==> config.mk <==
export PLATFORM = sky130hd
export DESIGN_NAME = ch_arb
export DESIGN_NICKNAME = d
export VERILOG_FILES = /design/src/rtl/ch_arb.sv
export SDC_FILE = /design/constraint.sdc
export NUM_CORES = 1
export LEC_CHECK = 0
export BUFFER_PORTS_ARGS = -buffer_cell sky130_fd_sc_hd__buf_2
export CORE_AREA = 3 3 157 159
export DETAILED_ROUTE_END_ITERATION = 10
export DIE_AREA = 0 0 160 162
export PLACE_DENSITY = 0.62
export SLEW_MARGIN = 20
export SYNTH_ARGS = -nofsm -noshare
export SYNTH_HDL_FRONTEND = slang
export SYNTH_SLANG_ARGS = --single-unit
==> constraint.sdc <==
create_clock -name clk_i -period 4.7 [get_ports clk_i]
set_input_delay 0.47 -clock clk_i [delete_from_list [all_inputs] [get_ports clk_i]]
set_output_delay 0.47 -clock clk_i [all_outputs]
set_load 0.01 [all_outputs]
==> src/rtl/ch_arb.sv <==
// ch_arb: round-robin arbiter for one crossbar output channel shared by 5 requesters.
// A grant is locked for a whole multi-beat transfer; accepted beats leave through one output register.
module ch_arb #(
  parameter int NUM_REQ = 5,
  parameter int DATA_W  = 64
) (
  input  logic                      clk_i,
  input  logic                      rst_n_i,
  input  logic [NUM_REQ-1:0]        req_valid_i,
  input  logic [NUM_REQ*DATA_W-1:0] req_data_i,
  input  logic [NUM_REQ-1:0]        req_last_i,
  output logic [NUM_REQ-1:0]        req_ready_o,
  output logic                      out_valid_o,
  output logic [DATA_W-1:0]         out_data_o,
  output logic                      out_last_o,
  output logic [2:0]                out_src_o,
  input  logic                      out_ready_i,
  output logic                      busy_o
);

  typedef enum logic {IDLE, LOCK} state_e;

  state_e            state_q, state_d;
  logic [2:0]        rr_ptr_q, rr_ptr_d;
  logic [2:0]        owner_q, owner_d;
  logic              out_valid_q, out_valid_d;
  logic [DATA_W-1:0] out_data_q, out_data_d;
  logic              out_last_q, out_last_d;
  logic [2:0]        out_src_q, out_src_d;

  logic [2:0]        winner;
  logic [2:0]        cand;
  logic              any_valid;
  logic              slot_free;
  logic              accept;

  assign any_valid = |req_valid_i;
  assign slot_free = !out_valid_q || out_ready_i;
  assign accept    = (state_q == LOCK) && req_valid_i[owner_q] && slot_free;

  // Scan from the farthest candidate back to rr_ptr so the nearest valid one is assigned last and wins.
  always_comb begin
    winner = rr_ptr_q;
    cand   = '0;
    for (int k = NUM_REQ - 1; k >= 0; k--) begin
      cand = 3'((int'(rr_ptr_q) + k) % NUM_REQ);
      if (req_valid_i[cand]) winner = cand;
    end
  end

  // State register
  always_ff @(posedge clk_i or negedge rst_n_i) begin
    if (!rst_n_i) begin
      state_q     <= IDLE;
      rr_ptr_q    <= '0;
      owner_q     <= '0;
      out_valid_q <= 1'b0;
      out_data_q  <= '0;
      out_last_q  <= 1'b0;
      out_src_q   <= '0;
    end else begin
      // NOTE: non-blocking assignments so every flop samples the pre-edge values computed in always_comb.
      state_q     <= state_d;
      rr_ptr_q    <= rr_ptr_d;
      owner_q     <= owner_d;
      out_valid_q <= out_valid_d;
      out_data_q  <= out_data_d;
      out_last_q  <= out_last_d;
      out_src_q   <= out_src_d;
    end
  end

  // Next-state logic
  always_comb begin
    // NOTE: every output of this block gets a hold default first, so no path can infer a latch.
    state_d     = state_q;
    rr_ptr_d    = rr_ptr_q;
    owner_d     = owner_q;
    out_valid_d = out_valid_q;
    out_data_d  = out_data_q;
    out_last_d  = out_last_q;
    out_src_d   = out_src_q;

    case (state_q)
      IDLE: begin
        if (any_valid) begin
          owner_d = winner;
          state_d = LOCK;
        end
      end
      LOCK: begin
        if (accept && req_last_i[owner_q]) begin
          state_d  = IDLE;
          rr_ptr_d = (owner_q == 3'd4) ? 3'd0 : owner_q + 3'd1;
        end
      end
      default: state_d = IDLE;
    endcase

    // Accept and downstream pop in the same cycle simply reloads the register.
    if (accept) begin
      out_valid_d = 1'b1;
      out_data_d  = req_data_i[owner_q*DATA_W +: DATA_W];
      out_last_d  = req_last_i[owner_q];
      out_src_d   = owner_q;
    end else if (out_ready_i) begin
      out_valid_d = 1'b0;
    end
  end

  // Output logic
  always_comb begin
    req_ready_o = '0;
    if (state_q == LOCK) req_ready_o[owner_q] = slot_free;
  end

  assign busy_o      = (state_q == LOCK);
  assign out_valid_o = out_valid_q;
  assign out_data_o  = out_data_q;
  assign out_last_o  = out_last_q;
  assign out_src_o   = out_src_q;

endmodule

# [Word-level counts from Yosys, hierarchy flattened]
# Cells that the tools add are included.
[op_classes] muxes=28 n_lt_le_gt_ge=7 div=5 add_sub_neg=5 shift=1 bitwise_logic=2 n_reduce_logical=10 n_eq_ne=1
[op_table] op="$shiftx A320 B10 Y64" n=1
[op_table] op="$mod A32 B4 Y32 const B" n=4
[op_table] op="$mod A4 B4 Y32 const B" n=1
[op_table] op="$lt A3 B4 Y1 const B" n=6
[op_table] op="$bmux W1 S3" n=7
[op_table] op="$mux W3" n=6
[op_table] op="$mux W1" n=12
[op_table] op="$add A3 B2 Y4 const B" n=2
[op_table] op="$and A5 B5 Y5" n=1
[op_table] op="$mux W5" n=1
[op_table] op="$reduce_or A5 Y1" n=1
[op_table] op="$add A3 B1 Y4 const B" n=1
[op_table] op="$add A3 B3 Y4 const B" n=1
[op_table] op="$logic_and A1 B1 Y1" n=4
[op_table] op="$reduce_and A2 Y1" n=2
[op_table] op="$add A3 B1 Y3 const B" n=1
[op_table] op="$demux W1 S3" n=1
[op_table] op="$eq A3 B3 Y1 const B" n=1
[op_table] op="$ge A3 B1 Y1 const B" n=1
[op_table] op="$pmux W1 S2" n=1
[op_table] op="$reduce_bool A2 Y1" n=1
[op_table] op="$logic_not A1 Y1" n=1
[op_table] op="$logic_or A1 B1 Y1" n=1
[op_table] op="$not A1 Y1" n=1
[word_totals] reg_bits=76 out_inout_bits=75 inputBits=333 wordCells=66

# [Depth between registers and ports, before layout]
# Gate-level depths: netlist of the first run.
[logic_depth] word_depth=9 depth_mapped=19 depth_no_buf=15

# [Least setup slack after synthesis of the first run]
# OpenSTA, ideal clock, no wires.
[synth_path] path_type="register to register" startpoint="reg rr_ptr_q[0]" endpoint="reg owner_q[2]" path_slack_ps=687 path_buffers=4 stages_incl_launch_ff=20 period_less_slack_ps=4013 setup_time_ps=124 arrival_ps=3889 required_ps=4576 cell_sequence="dfrtp_1 > buf_4 > buf_6 > buf_6 > inv_1 > ha_1 > inv_1 > ha_1 > clkbuf_1 > o21ai_0 > mux2_2 > ha_1 > xor2_1 > nor4_1 > a211o_1 > or2_2 > or2_2 > o221ai_1 > a21boi_1 > o31a_1"
[synth_via] elab_chain_cells=9 word_cells_on_any_way=24 cone_classes="add/sub: 4; div: 5; mux: 15"
[synth_rtl] element="start: declaration" line="24" source="logic [2:0] rr_ptr_q, rr_ptr_d;"
[synth_rtl] element="start signal: assignment" line="64" source="rr_ptr_q <= rr_ptr_d;"
[synth_rtl] element="$add A3 B3 Y4" line="46" source="cand = 3'((int'(rr_ptr_q) + k) % NUM_REQ);"
[synth_rtl] element="$mod A32 B4 Y32" line="46"
[synth_rtl] element="$bmux W1 S3" line="47" source="if (req_valid_i[cand]) winner = cand;"
[synth_rtl] element="$mux W1 (implied by the code)" line="47"
[synth_rtl] element="$mux W3 (4 in series)" line="47"
[synth_rtl] element="$mux W3 *" line="47"
[synth_rtl] element="end signal: assignment" line="65" source="owner_q <= owner_d;"
[synth_rtl] element="end: declaration" line="25" source="logic [2:0] owner_q, owner_d;"
# Every way passes the cells marked *; elsewhere a longest branch is shown, timed or not. The select of a mux whose other input is x is not followed.
# A chain may end at the register's enable or synchronous reset.

# [Worst setup path after layout of the first run]
[layout_path] startpoint="reg rr_ptr_q[0]" endpoint="reg owner_q[1]"
# Same word-level chain as after synthesis.

==> out/metrics.yaml, run 1 <==
outcome:
  status: "finished, final reports clean"
grt:
  grt_pass1_vias: 7096
  antenna_found_initial: 31
  grt_usage_pct: 22.69
  grt_pass1_wl_mm: 44.52
  overflow: 0
  grt_max_degree: 83
critical_path:
  path_cells: "inv_1, ha_1, inv_1, ha_1, o21ai_0, mux2_2, ha_1, xor2_1, nor4_1, a211o_1, or2_2, or2_2, a211oi_1, o21ai_0, a2bb2oi_1"
  critPathKind: "flop to flop"
  cp_common_cell: "ha_1"
  worst-path-buf-inv: 2
  endpoint_kind: "flop"
  worstPathArrival_ns: 4.16
  critical_path.top_delay_family: "adder cells"
  cp_max_fo: 10
  start_kind: "flop"
  cpMaxStageDelayCell: "ha_1"
  worst_ep_required_time_ns: 4.98
  max_stage_delay_ns: 0.43
worst_hold_path:
  hold_class: "input port to asynchronous set/reset pin"
yosys:
  synthTopCellsByCount: "nor2_1 (82), dfrtp_1 (76), a21oi_1 (75)"
  netlist.area_leader.share_pct: 29.10
  ys_ff_latch: 76
  synth_edf_count: 0
  post-synth-top-count-cell: "nor2_1"
  synth_area_sq_um: 6535
  synth_fp_nets: 999
  synth.yosys.seq_area_share_pct: 29.10
  async_flop_share_pct: 100.0
  netlist_instances: 644
  ys_warn_count: 0
  ys.flop_type: "dfrtp_1"
  synthTopCellsByArea: "dfrtp_1 (29%), mux4_2 (23%), a22oi_1 (7.5%)"
  syn_avg_cell_area_sq_um: 10.15
  ys_types: 76
  yosysTopAreaCell: "dfrtp_1"
cts:
  cts_tree: "yes"
  numCtsBuffers: 9
  clk_path_buf_depth: 2
  cts_hold_buf: 0
  clkSinkCount: 76
  clk_latency_ns: 0.35
  post_cts_resized: 0
  cts_setup_buffers: 0
  clkSlewWorstSetupHoldPaths_ns: 0.08
  root_buffer: "clkbuf_16"
  cts_max_level: 3
route:
  drtAntennaViolNets: 0
  vias: 7291
  routedWlPerCell_um: 22.68
  drc: 0
  routed_wl_mm: 30.78
  avgViaCountPerCell: 5.373
  drt_iter0_drc: 536
  drtPass1Iterations: 5
timing:
  fin_skew_ns: 0.01615
  clock.fmax_mhz: 257.2
  finalCritPeriodShare_pct: 82.73
  finalSetupViolCount: 0
  worstMarginPinSlew_ns: 0.8265
  fin_tns_setup_ns: 0
  post-route-min-period_ns: 3.888
  hold_violations: 0
  setup_ws_ns: 0.8117
  slew-limit-headroom_pct: 44.90
  final_max_slew_viol_count: 0
  rsz0062_at_grt: "false"
cells_and_area:
  postLayoutCoreUtil_pct: 39.08
  drive_gt1_share_pct: 51.86
  nFillCells: 2445
  syn_to_final_growth_pct: 39.96
  fin_nets: 1372
placed_design:
  dpl.hpwl_mm: 24.51
  io_buffers: 407
  place.gp.congestion: 0.9328
  dp_slack_ns: 0.8836
die:
  start_util_pct: 27.92
  die_area_sq_um: 25920
  fp.dieW_um: 160
  die_height_um: 162
  io_pins: 408
  rows: 56
  coreArea_sq_um: 23400
pwr:
  leakage_nw: 4.283
  p_per_area_nw_per_um2: 717.4
  peakVddDrop_v: 0.0004952
run:
  max_cap_violations: 0
==> metal layers <==
| layer | GRT usage [%] | vias up | share of wire [%] |
|---|---|---|---|
| met3 | 11.30 | 77 | 12 |
| met2 | 34.31 | 408 | 45 |
| met4 | 8.284 | 20 | 3.0 |
| met5 | 0 | - | 0.42 |
| li1 | - | 3275 | - |
| met1 | 28.01 | 3511 | 39 |
==> worst register-to-register path: cells and delay by family (launching register included) <==
kind	cells	cell delay, ns
adders and majority gates	3	1.01
buffers and inverters	2	0.23
AOI/OAI and AO/OA	5	0.96
and+or+nand+nor	3	0.72
muxes	1	0.36
DFF	1	0.38
xor gates and xnor gates	1	0.15
==> power breakdown <==
part,internal (mW),switching (mW)
sequential,1.01,0.306
clock,0.372,0.345
combinational,2.01,2.52
==> state kept, by name, indices dropped and copies added, names as in the netlist <==
register	flops
owner_q	3
rr_ptr_q	3
out_last_o	1
out_data_o	64
out_valid_o	1
out_src_o	3
busy_o	1
==> layout by cell type, fill, tap and decap left out, drive strengths merged, types with 3 or more instances in the layout <==
master,netlist,routed
o21ai,17,17
inv,20,25
or4,3,3
and2,4,4
a211oi,8,8
or2,3,3
mux2i,14,14
xor2,3,3
ha,22,22
a21boi,4,4
dfrtp,76,76
and3,6,6
mux2,6,6
nand2,25,25
xnor2,5,5
nand3,6,6
o22ai,3,3
a21oi,76,76
nand2b,4,4
nor2,83,83
a21o,4,4
diode,0,16
mux4,67,67
clkbuf,40,9
and4,3,3
o221ai,5,5
o21a,3,3
nor4,5,5
buf,15,418
a22oi,65,65
nor3,7,7
o211ai,3,3
==> logic make-up (layout without fill, tap and decap cells) <==
| group | Yosys count | after routing | synth area share [%] |
|---|---|---|---|
| and+or+nand+nor | 159 | 159 | 11.26 |
| buffers and inverters | 77 | 455 | 5.380 |
| xor gates and xnor gates | 8 | 8 | 1.072 |
| DFF | 76 | 76 | 29.10 |
| muxes | 87 | 87 | 26.27 |
| adders and majority gates | 22 | 22 | 4.212 |
| other | 0 | 16 | 0 |
| AOI/OAI and AO/OA | 215 | 215 | 22.71 |
==> per-stage QoR <==
stage / area, sq um / hold WS [ns] / instances / total power [mW]
after floorplan: 6535 / 0.1744 / 644 / 4.583
after global placement: 8816 / 0.4587 / 1325 / 5.764
after detailed placement: 8816 / 0.4645 / 1325 / 5.839
after CTS: 9106 / 0.07625 / 1341 / 6.590
after global routing: 9131 / 0.08461 / 1351 / 7.146
final: 9146 / 0.07025 / 1357 / 6.561
==> layout make-up <==
class / count / area, sq um / area share (%)
Multi-Input combinational cell: 491 / 4294 / 46.95
Timing Repair Buffer: 418 / 2135 / 23.34
Sequential cell: 76 / 1909 / 20.88
Tap cell: 319 / 399.1 / 4.364
Clock buffer: 9 / 225.2 / 2.462
Inverter: 21 / 78.83 / 0.8618
Clock inverter: 7 / 65.06 / 0.7114
Antenna cell: 16 / 40.04 / 0.4378
==> path summary, 6_finish.rpt <==
path | from | end | slack, ns | cells after the start
setup / recovery | rr_ptr_q[0]$_DFFE_PN0P_ | owner_q[1]$_DFFE_PN0P_ | 0.81 | 15
hold / removal | rst_n_i | out_last_o$_DFFE_PN0P_ | 0.07 | 1
setup reg to reg | rr_ptr_q[0]$_DFFE_PN0P_ | owner_q[1]$_DFFE_PN0P_ | 0.81 | 15
hold reg to reg | out_src_o[0]$_DFFE_PN0P_ | out_src_o[0]$_DFFE_PN0P_ | 0.51 | 1
max in group asynchronous | rst_n_i | out_data_o[28]$_DFFE_PN0P_ | 3.58 | 2
min in group clk_i | out_ready_i | out_valid_o$_DFFE_PN0P_ | 0.42 | 3
(Power assumes the default switching activity.)
==> run 2: changes to the inputs <==
Settings changed: ABC_AREA from default to 1, CORE_AREA 3 3 157 159 to 3 3 156 158, DIE_AREA 0 0 160 162 to 0 0 159 161.
Clock period 4.7 ns to 3.9 ns, I/O delays scaled along.
==> out/metrics.yaml, run 2 <==
outcome:
  status: "finished, final reports clean"
grt:
  grt_pass1_vias: 7869  # +11%
  antenna_found_initial: 15  # -52%
  grt_max_degree: 91  # +9.6%
  overflow: 0  # unchanged
  grt_pass1_wl_mm: 45.88  # +3.1%
  grt_usage_pct: 23.07  # +0.38 points
cts:
  clkSinkCount: 76  # unchanged
  cts_hold_buf: 0  # unchanged
  clkSlewWorstSetupHoldPaths_ns: 0.06  # -0.02 ns
  root_buffer: "clkbuf_16"
  clk_latency_ns: 0.35  # about the same
  cts_max_level: 3  # unchanged
  numCtsBuffers: 9  # unchanged
  cts_tree: "yes"
  cts_setup_buffers: 0  # unchanged
  post_cts_resized: 0  # unchanged
  clk_path_buf_depth: 2  # unchanged
timing:
  hold_violations: 0  # unchanged
  finalSetupViolCount: 0  # unchanged
  final_max_slew_viol_count: 0  # unchanged
  finalCritPeriodShare_pct: 85.67  # +2.9 points
  fin_tns_setup_ns: 0  # unchanged
  worstMarginPinSlew_ns: 0.9115  # +0.08504 ns
  rsz0062_at_grt: "false"
  hold_ws_ns: 0.1302  # +0.05991 ns
  fin_skew_ns: 0.007943  # -0.008203 ns
  slew-limit-headroom_pct: 39.23  # -5.7 points
  clock.fmax_mhz: 299.3  # +16%
  post-route-min-period_ns: 3.341  # -0.5472 ns
yosys:
  ys_ff_latch: 76  # unchanged
  post-synth-top-count-cell: "nor2_1"
  syn_avg_cell_area_sq_um: 6.243  # -38%
  yosysTopAreaCell: "dfrtp_1"
  ys.flop_type: "dfrtp_1"
  netlist_instances: 1038  # +61%
  netlist.area_leader.share_pct: 29.35  # +0.25 points
  synthTopCellsByCount: "nor2_1 (346), nand2_1 (163), o21ai_0 (152)"
  synth_fp_nets: 1393  # +39%
  async_flop_share_pct: 100.0  # unchanged
  ys_warn_count: 0  # unchanged
  synth_edf_count: 0  # unchanged
  synth_area_sq_um: 6480  # -0.84%
  synthTopCellsByArea: "dfrtp_1 (29%), nor2_1 (20%), o21ai_0 (12%)"
  ys_types: 37  # -51%
  synth.yosys.seq_area_share_pct: 29.35  # +0.25 points
cells_and_area:
  multiInputGateArea_sq_um: 4099  # -4.5%
  syn_to_final_growth_pct: 39.91  # about the same
  drive_gt1_share_pct: 33.36  # -19 points
  fin_nets: 1753  # +28%
  mostFrequentLayoutCell: "buf_2"
  largest_reg_flops: 64  # unchanged
  final_cell_mix: "buf_2 (406), nor2_1 (346), nand2_1 (163)"
  nFillCells: 2585  # +5.7%
  regArea_sq_um: 1906  # -0.20%
critical_path:
  cpMaxStageDelayCell: "dfrtp_1"
  start_kind: "flop"
  critical_path.top_delay_family: "compound AO/OA/AOI/OAI gates"
  cp_common_cell: "nand2_1"
  worst-path-buf-inv: 4  # +2
  cp_max_fo: 12  # +2
  endpoint_kind: "flop"
  critPathKind: "flop to flop"
  max_stage_delay_ns: 0.66  # +0.23 ns
  worstPathArrival_ns: 3.61  # -0.55 ns
  worst_ep_required_time_ns: 4.17  # -0.81 ns
  path_cells: "inv_1, ha_1, o21ai_1, nand2_1, xor2_1, inv_1, ha_1, inv_1, o211ai_2, nand2_1, o21ai_1, inv_1, nand3_1, nand2_1, a21oi_2, nand2_1, nand2_1, nand2_1, nand2_1, nand2_1, a21oi_1"
die:
  die_height_um: 161  # -0.62%
  rows: 56  # unchanged
  fp.dieW_um: 159  # -0.63%
  die_area_sq_um: 25600  # -1.2%
  coreArea_sq_um: 23260  # -0.60%
  io_pins: 408  # unchanged
  start_util_pct: 27.86  # -0.068 points
pwr:
  power.switching_mw: 4.645  # +46%
  power_frac_seq_pct: 18.7  # -1.3 points
  p_comb_share_pct: 70.8  # +1.7 points
  p_int_mw: 3.859  # +14%
  switching_share_pct: 54.62  # +6.2 points
  p_per_area_nw_per_um2: 937.9  # +31%
  leakage_nw: 4.555  # +6.4%
  peakVddDrop_v: 0.0006025  # +22%
  pwr-share-clk_pct: 10.5  # -0.4 points
route:
  routed_wl_mm: 31.25  # +1.5%
  drtPass1Iterations: 5  # unchanged
  drt_iter0_drc: 851  # +59%
  routedWlPerCell_um: 18.07  # -20%
  vias: 8487  # +16%
  drtAntennaViolNets: 0  # unchanged
  drc: 0  # unchanged
  avgViaCountPerCell: 4.909  # -8.6%
placed_design:
  io_buffers: 407  # unchanged
  dpl.hpwl_mm: 24.26  # -1.0%
  place.gp.congestion: 0.9267  # -0.65%
run:
  max_cap_violations: 0  # unchanged
worst_hold_path:
  hold_class: "input port to asynchronous set/reset pin"
==> run 2: changes by cell type after synthesis, sizes merged, moves of 7 or more <==
cell,previous run,this run
nor2,83,347
mux4,67,0
o21ai,17,162
a41oi,1,64
a211oi,8,0
buf,15,22
nand2,25,173
a22oi,65,0
inv,20,53
nand3,6,33
mux2i,14,0
a21oi,76,18
==> run 2: path summary, 6_finish.rpt <==
kind	start	endpoint	slack, ns	cells after the start
hold / removal	rst_n_i	out_data_o[57]$_DFFE_PN0P_	0.13	1
setup / recovery	rr_ptr_q[2]$_DFFE_PN0P_	owner_q[2]$_DFFE_PN0P_	0.56	21
min in group clk_i	out_ready_i	out_valid_o$_DFFE_PN0P_	0.24	2
setup reg to reg	rr_ptr_q[2]$_DFFE_PN0P_	owner_q[2]$_DFFE_PN0P_	0.56	21
max in group asynchronous	rst_n_i	out_data_o[39]$_DFFE_PN0P_	2.99	2
hold reg to reg	out_src_o[1]$_DFFE_PN0P_	out_src_o[1]$_DFFE_PN0P_	0.49	2
==> run 2: through the flow <==
step           power, mW  setup WS, ns  cell area (sq um)  util (%)  std cells
2_1_floorplan      5.845        0.7410               6480         -       1038
3_3_place_gp       7.531        0.6871               8737     37.56       1706
3_5_place_dp       7.611        0.5653               8737     37.56       1706
4_1_cts            8.552        0.5387               9049     38.90       1722
5_1_grt            9.439        0.1514               9049     38.90       1722
6_report           8.503        0.5589               9066     38.97       1729
==> run 2: per-layer routing <==
layer | track usage [%] | up-vias | share of wire, %
met5 | 0 | - | 0.24
met4 | 6.964 | 12 | 2.6
met3 | 7.412 | 53 | 11
met2 | 35.83 | 433 | 44
met1 | 30.76 | 3809 | 42
li1 | - | 4180 | -
==> run 2: kinds of logic (layout without fill, tap and decap cells) <==
kind of cell	Yosys count	count (layout)	share of synthesized area [%]
other	0	7	0
and+or+nand+nor	563	563	34.18
adders and majority gates	22	22	4.248
buffers and inverters	122	487	7.472
xor gates and xnor gates	5	5	1.081
DFF	76	76	29.35
AOI/OAI and AO/OA	250	250	23.67
==> run 2: worst register-to-register path, cell delays in order (launching register included) <==
cell      delay (ns)
dfrtp_1         0.66
inv_1           0.19
ha_1            0.37
o21ai_1         0.20
nand2_1         0.11
xor2_1          0.15
inv_1           0.10
ha_1            0.15
inv_1           0.06
o211ai_2        0.15
nand2_1         0.12
o21ai_1         0.17
inv_1           0.09
nand3_1         0.07
nand2_1         0.06
a21oi_2         0.22
nand2_1         0.08
nand2_1         0.06
nand2_1         0.04
nand2_1         0.05
nand2_1         0.05
a21oi_1         0.11
==> run 2: final cells by class <==
class | instances | share of cell area, %
sequential | 76 | 21.02
clock buffer | 10 | 2.636
tap | 319 | 4.402
inverter | 54 | 2.277
timing repair buffer | 417 | 23.46
clock inverter | 6 | 0.8004
multi-input combinational | 840 | 45.21
antenna | 7 | 0.1932
==> run 2: power groups by stage <==
stage / Combinational (mW) / Sequential [mW] / Clock (mW)
2_1_floorplan: 4.21 / 1.63 / 0
3_3_place_gp: 5.96 / 1.57 / 0
3_5_place_dp: 6.02 / 1.59 / 0
4_1_cts: 6.03 / 1.59 / 0.931
5_1_grt: 6.83 / 1.65 / 0.965
6_report: 6.02 / 1.59 / 0.896
==> run 3: changes to the inputs <==
Settings changed: RECOVER_POWER from default to 25.
==> out/metrics.yaml, run 3 (synthesis results as in run 2) <==
die:
  die_height_um: 161  # unchanged
  die_area_sq_um: 25600  # unchanged
  coreArea_sq_um: 23260  # unchanged
  io_pins: 408  # unchanged
  rows: 56  # unchanged
  fp.dieW_um: 159  # unchanged
  start_util_pct: 27.86  # unchanged
outcome:
  violations: "max-capacitance violations, max-slew violations"
  status: "finished with violations"
pwr:
  leakage_nw: 4.554  # about the same
  finalPower_mw: 8.505  # about the same
  p_int_mw: 3.859  # about the same
  switching_share_pct: 54.63  # about the same
  p_per_area_nw_per_um2: 938.6  # about the same
  p_comb_share_pct: 70.8  # about the same
  peakVddDrop_v: 0.0006050  # +0.42%
  power_frac_seq_pct: 18.7  # about the same
  pwr-share-clk_pct: 10.5  # about the same
  power.switching_mw: 4.647  # about the same
cells_and_area:
  largest_reg_flops: 64  # unchanged
  fin_nets: 1753  # unchanged
  mostFrequentLayoutCell: "buf_2"
  stdcell_count: 1728  # -0.058%
  final_cell_mix: "buf_2 (406), nor2_1 (346), nand2_1 (163)"
  syn_to_final_growth_pct: 39.83  # about the same
  drive_gt1_share_pct: 33.36  # unchanged
timing:
  post-route-min-period_ns: 3.344  # +0.003399 ns
  slew-limit-headroom_pct: -7.283  # -47 points
  hold_violations: 0  # unchanged
  hold_ws_ns: 0.2348  # +0.1047 ns
  final_max_slew_viol_count: 60  # +60
  fin_skew_ns: 0.007692  # -0.0002510 ns
  rsz0062_at_grt: "false"
  worstMarginPinSlew_ns: 1.609  # +0.6977 ns
  finalSetupViolCount: 0  # unchanged
  finalCritPeriodShare_pct: 85.76  # +0.087 points
  fin_tns_setup_ns: 0  # unchanged
  clock.fmax_mhz: 299.0  # -0.10%
critical_path:
  worstPathArrival_ns: 3.61  # about the same
  worst-path-buf-inv: 4  # unchanged
  cp_max_fo: 12  # unchanged
  critical_path.top_delay_family: "compound AO/OA/AOI/OAI gates"
  path_cells: "inv_1, ha_1, o21ai_1, nand2_1, xor2_1, inv_1, ha_1, inv_1, o211ai_2, nand2_1, o21ai_1, inv_1, nand3_1, nand2_1, a21oi_2, nand2_1, nand2_1, nand2_1, nand2_1, nand2_1, a21oi_1"
  start_kind: "flop"
  cp_common_cell: "nand2_1"
  critPathKind: "flop to flop"
  cpMaxStageDelayCell: "dfrtp_1"
  max_stage_delay_ns: 0.66  # about the same
  endpoint_kind: "flop"
  worst_ep_required_time_ns: 4.17  # about the same
route:
  drt_iter0_drc: 847  # -0.47%
  drtPass1Iterations: 6  # +1
  vias: 8476  # -0.13%
  drtAntennaViolNets: 0  # unchanged
  routed_wl_mm: 31.27  # about the same
  drc: 0  # unchanged
  routedWlPerCell_um: 18.09  # +0.13%
  avgViaCountPerCell: 4.905  # about the same
cts:
  clk_path_buf_depth: 2  # unchanged
  clkSinkCount: 76  # unchanged
  root_buffer: "clkbuf_16"
  post_cts_resized: 0  # unchanged
  clkSlewWorstSetupHoldPaths_ns: 0.06  # about the same
  cts_max_level: 3  # unchanged
  cts_hold_buf: 0  # unchanged
  cts_setup_buffers: 0  # unchanged
  cts_tree: "yes"
  numCtsBuffers: 9  # unchanged
  clk_latency_ns: 0.35  # about the same
grt:
  grt_usage_pct: 23.07  # unchanged
  grt_pass1_vias: 7869  # unchanged
  overflow: 0  # unchanged
  antenna_found_initial: 15  # unchanged
  grt_pass1_wl_mm: 45.88  # unchanged
  grt_max_degree: 91  # unchanged
worst_hold_path:
  hold_class: "input port to flop"
placed_design:
  dpl.cell_count: 1706  # unchanged
  place.gp.congestion: 0.9267  # unchanged
  dpl.hpwl_mm: 24.26  # unchanged
  io_buffers: 407  # unchanged
run:
  max_cap_violations: 1  # +1
[run 3: power groups by stage]
stage	registers, mW	logic [mW]	clock network (mW)
2_1_floorplan	1.63	4.21	0
3_5_place_dp	1.59	6.02	0
6_report	1.59	6.02	0.895
4_1_cts	1.59	6.03	0.931
3_3_place_gp	1.57	5.96	0
5_1_grt	1.65	6.83	0.965
[run 3: layer usage]
layer / global-route usage, % / vias up / wire (um)
met4: 6.964 / 12 / 812
met5: 0 / - / 75
met2: 35.83 / 425 / 13820
met3: 7.412 / 53 / 3435
li1: - / 4178 / -
met1: 30.76 / 3808 / 13120
[run 3: per-stage QoR]
step / setup slack, ns / utilization [%] / area (sq um)
2_1_floorplan: 0.7410 / - / 6480
3_3_place_gp: 0.6871 / 37.56 / 8737
3_5_place_dp: 0.5653 / 37.56 / 8737
4_1_cts: 0.5387 / 38.90 / 9049
5_1_grt: 0.1514 / 38.89 / 9046
6_report: 0.5555 / 38.95 / 9061
[run 3: cell type report]
type | count | area, sq um
clock buffer | 10 | 239.0
fill | 2586 | 14200
clock inverter | 6 | 72.57
antenna | 6 | 15.01
multi-input combinational | 840 | 4099
sequential | 76 | 1906
timing repair buffer | 417 | 2125
inverter | 54 | 206.4
tap | 319 | 399.1
[run 3: final timing paths]
path / startpoint / end / slack, ns / cells after the start
max: rr_ptr_q[2]$_DFFE_PN0P_ / owner_q[2]$_DFFE_PN0P_ / 0.56 / 21
min: out_ready_i / out_valid_o$_DFFE_PN0P_ / 0.23 / 2
max reg2reg: rr_ptr_q[2]$_DFFE_PN0P_ / owner_q[2]$_DFFE_PN0P_ / 0.56 / 21
min reg2reg: out_src_o[1]$_DFFE_PN0P_ / out_src_o[1]$_DFFE_PN0P_ / 0.49 / 2
max in group asynchronous: rst_n_i / owner_q[0]$_DFFE_PN0P_ / 2.33 / 1
min in group asynchronous: rst_n_i / out_data_o[57]$_DFFE_PN0P_ / 0.44 / 1
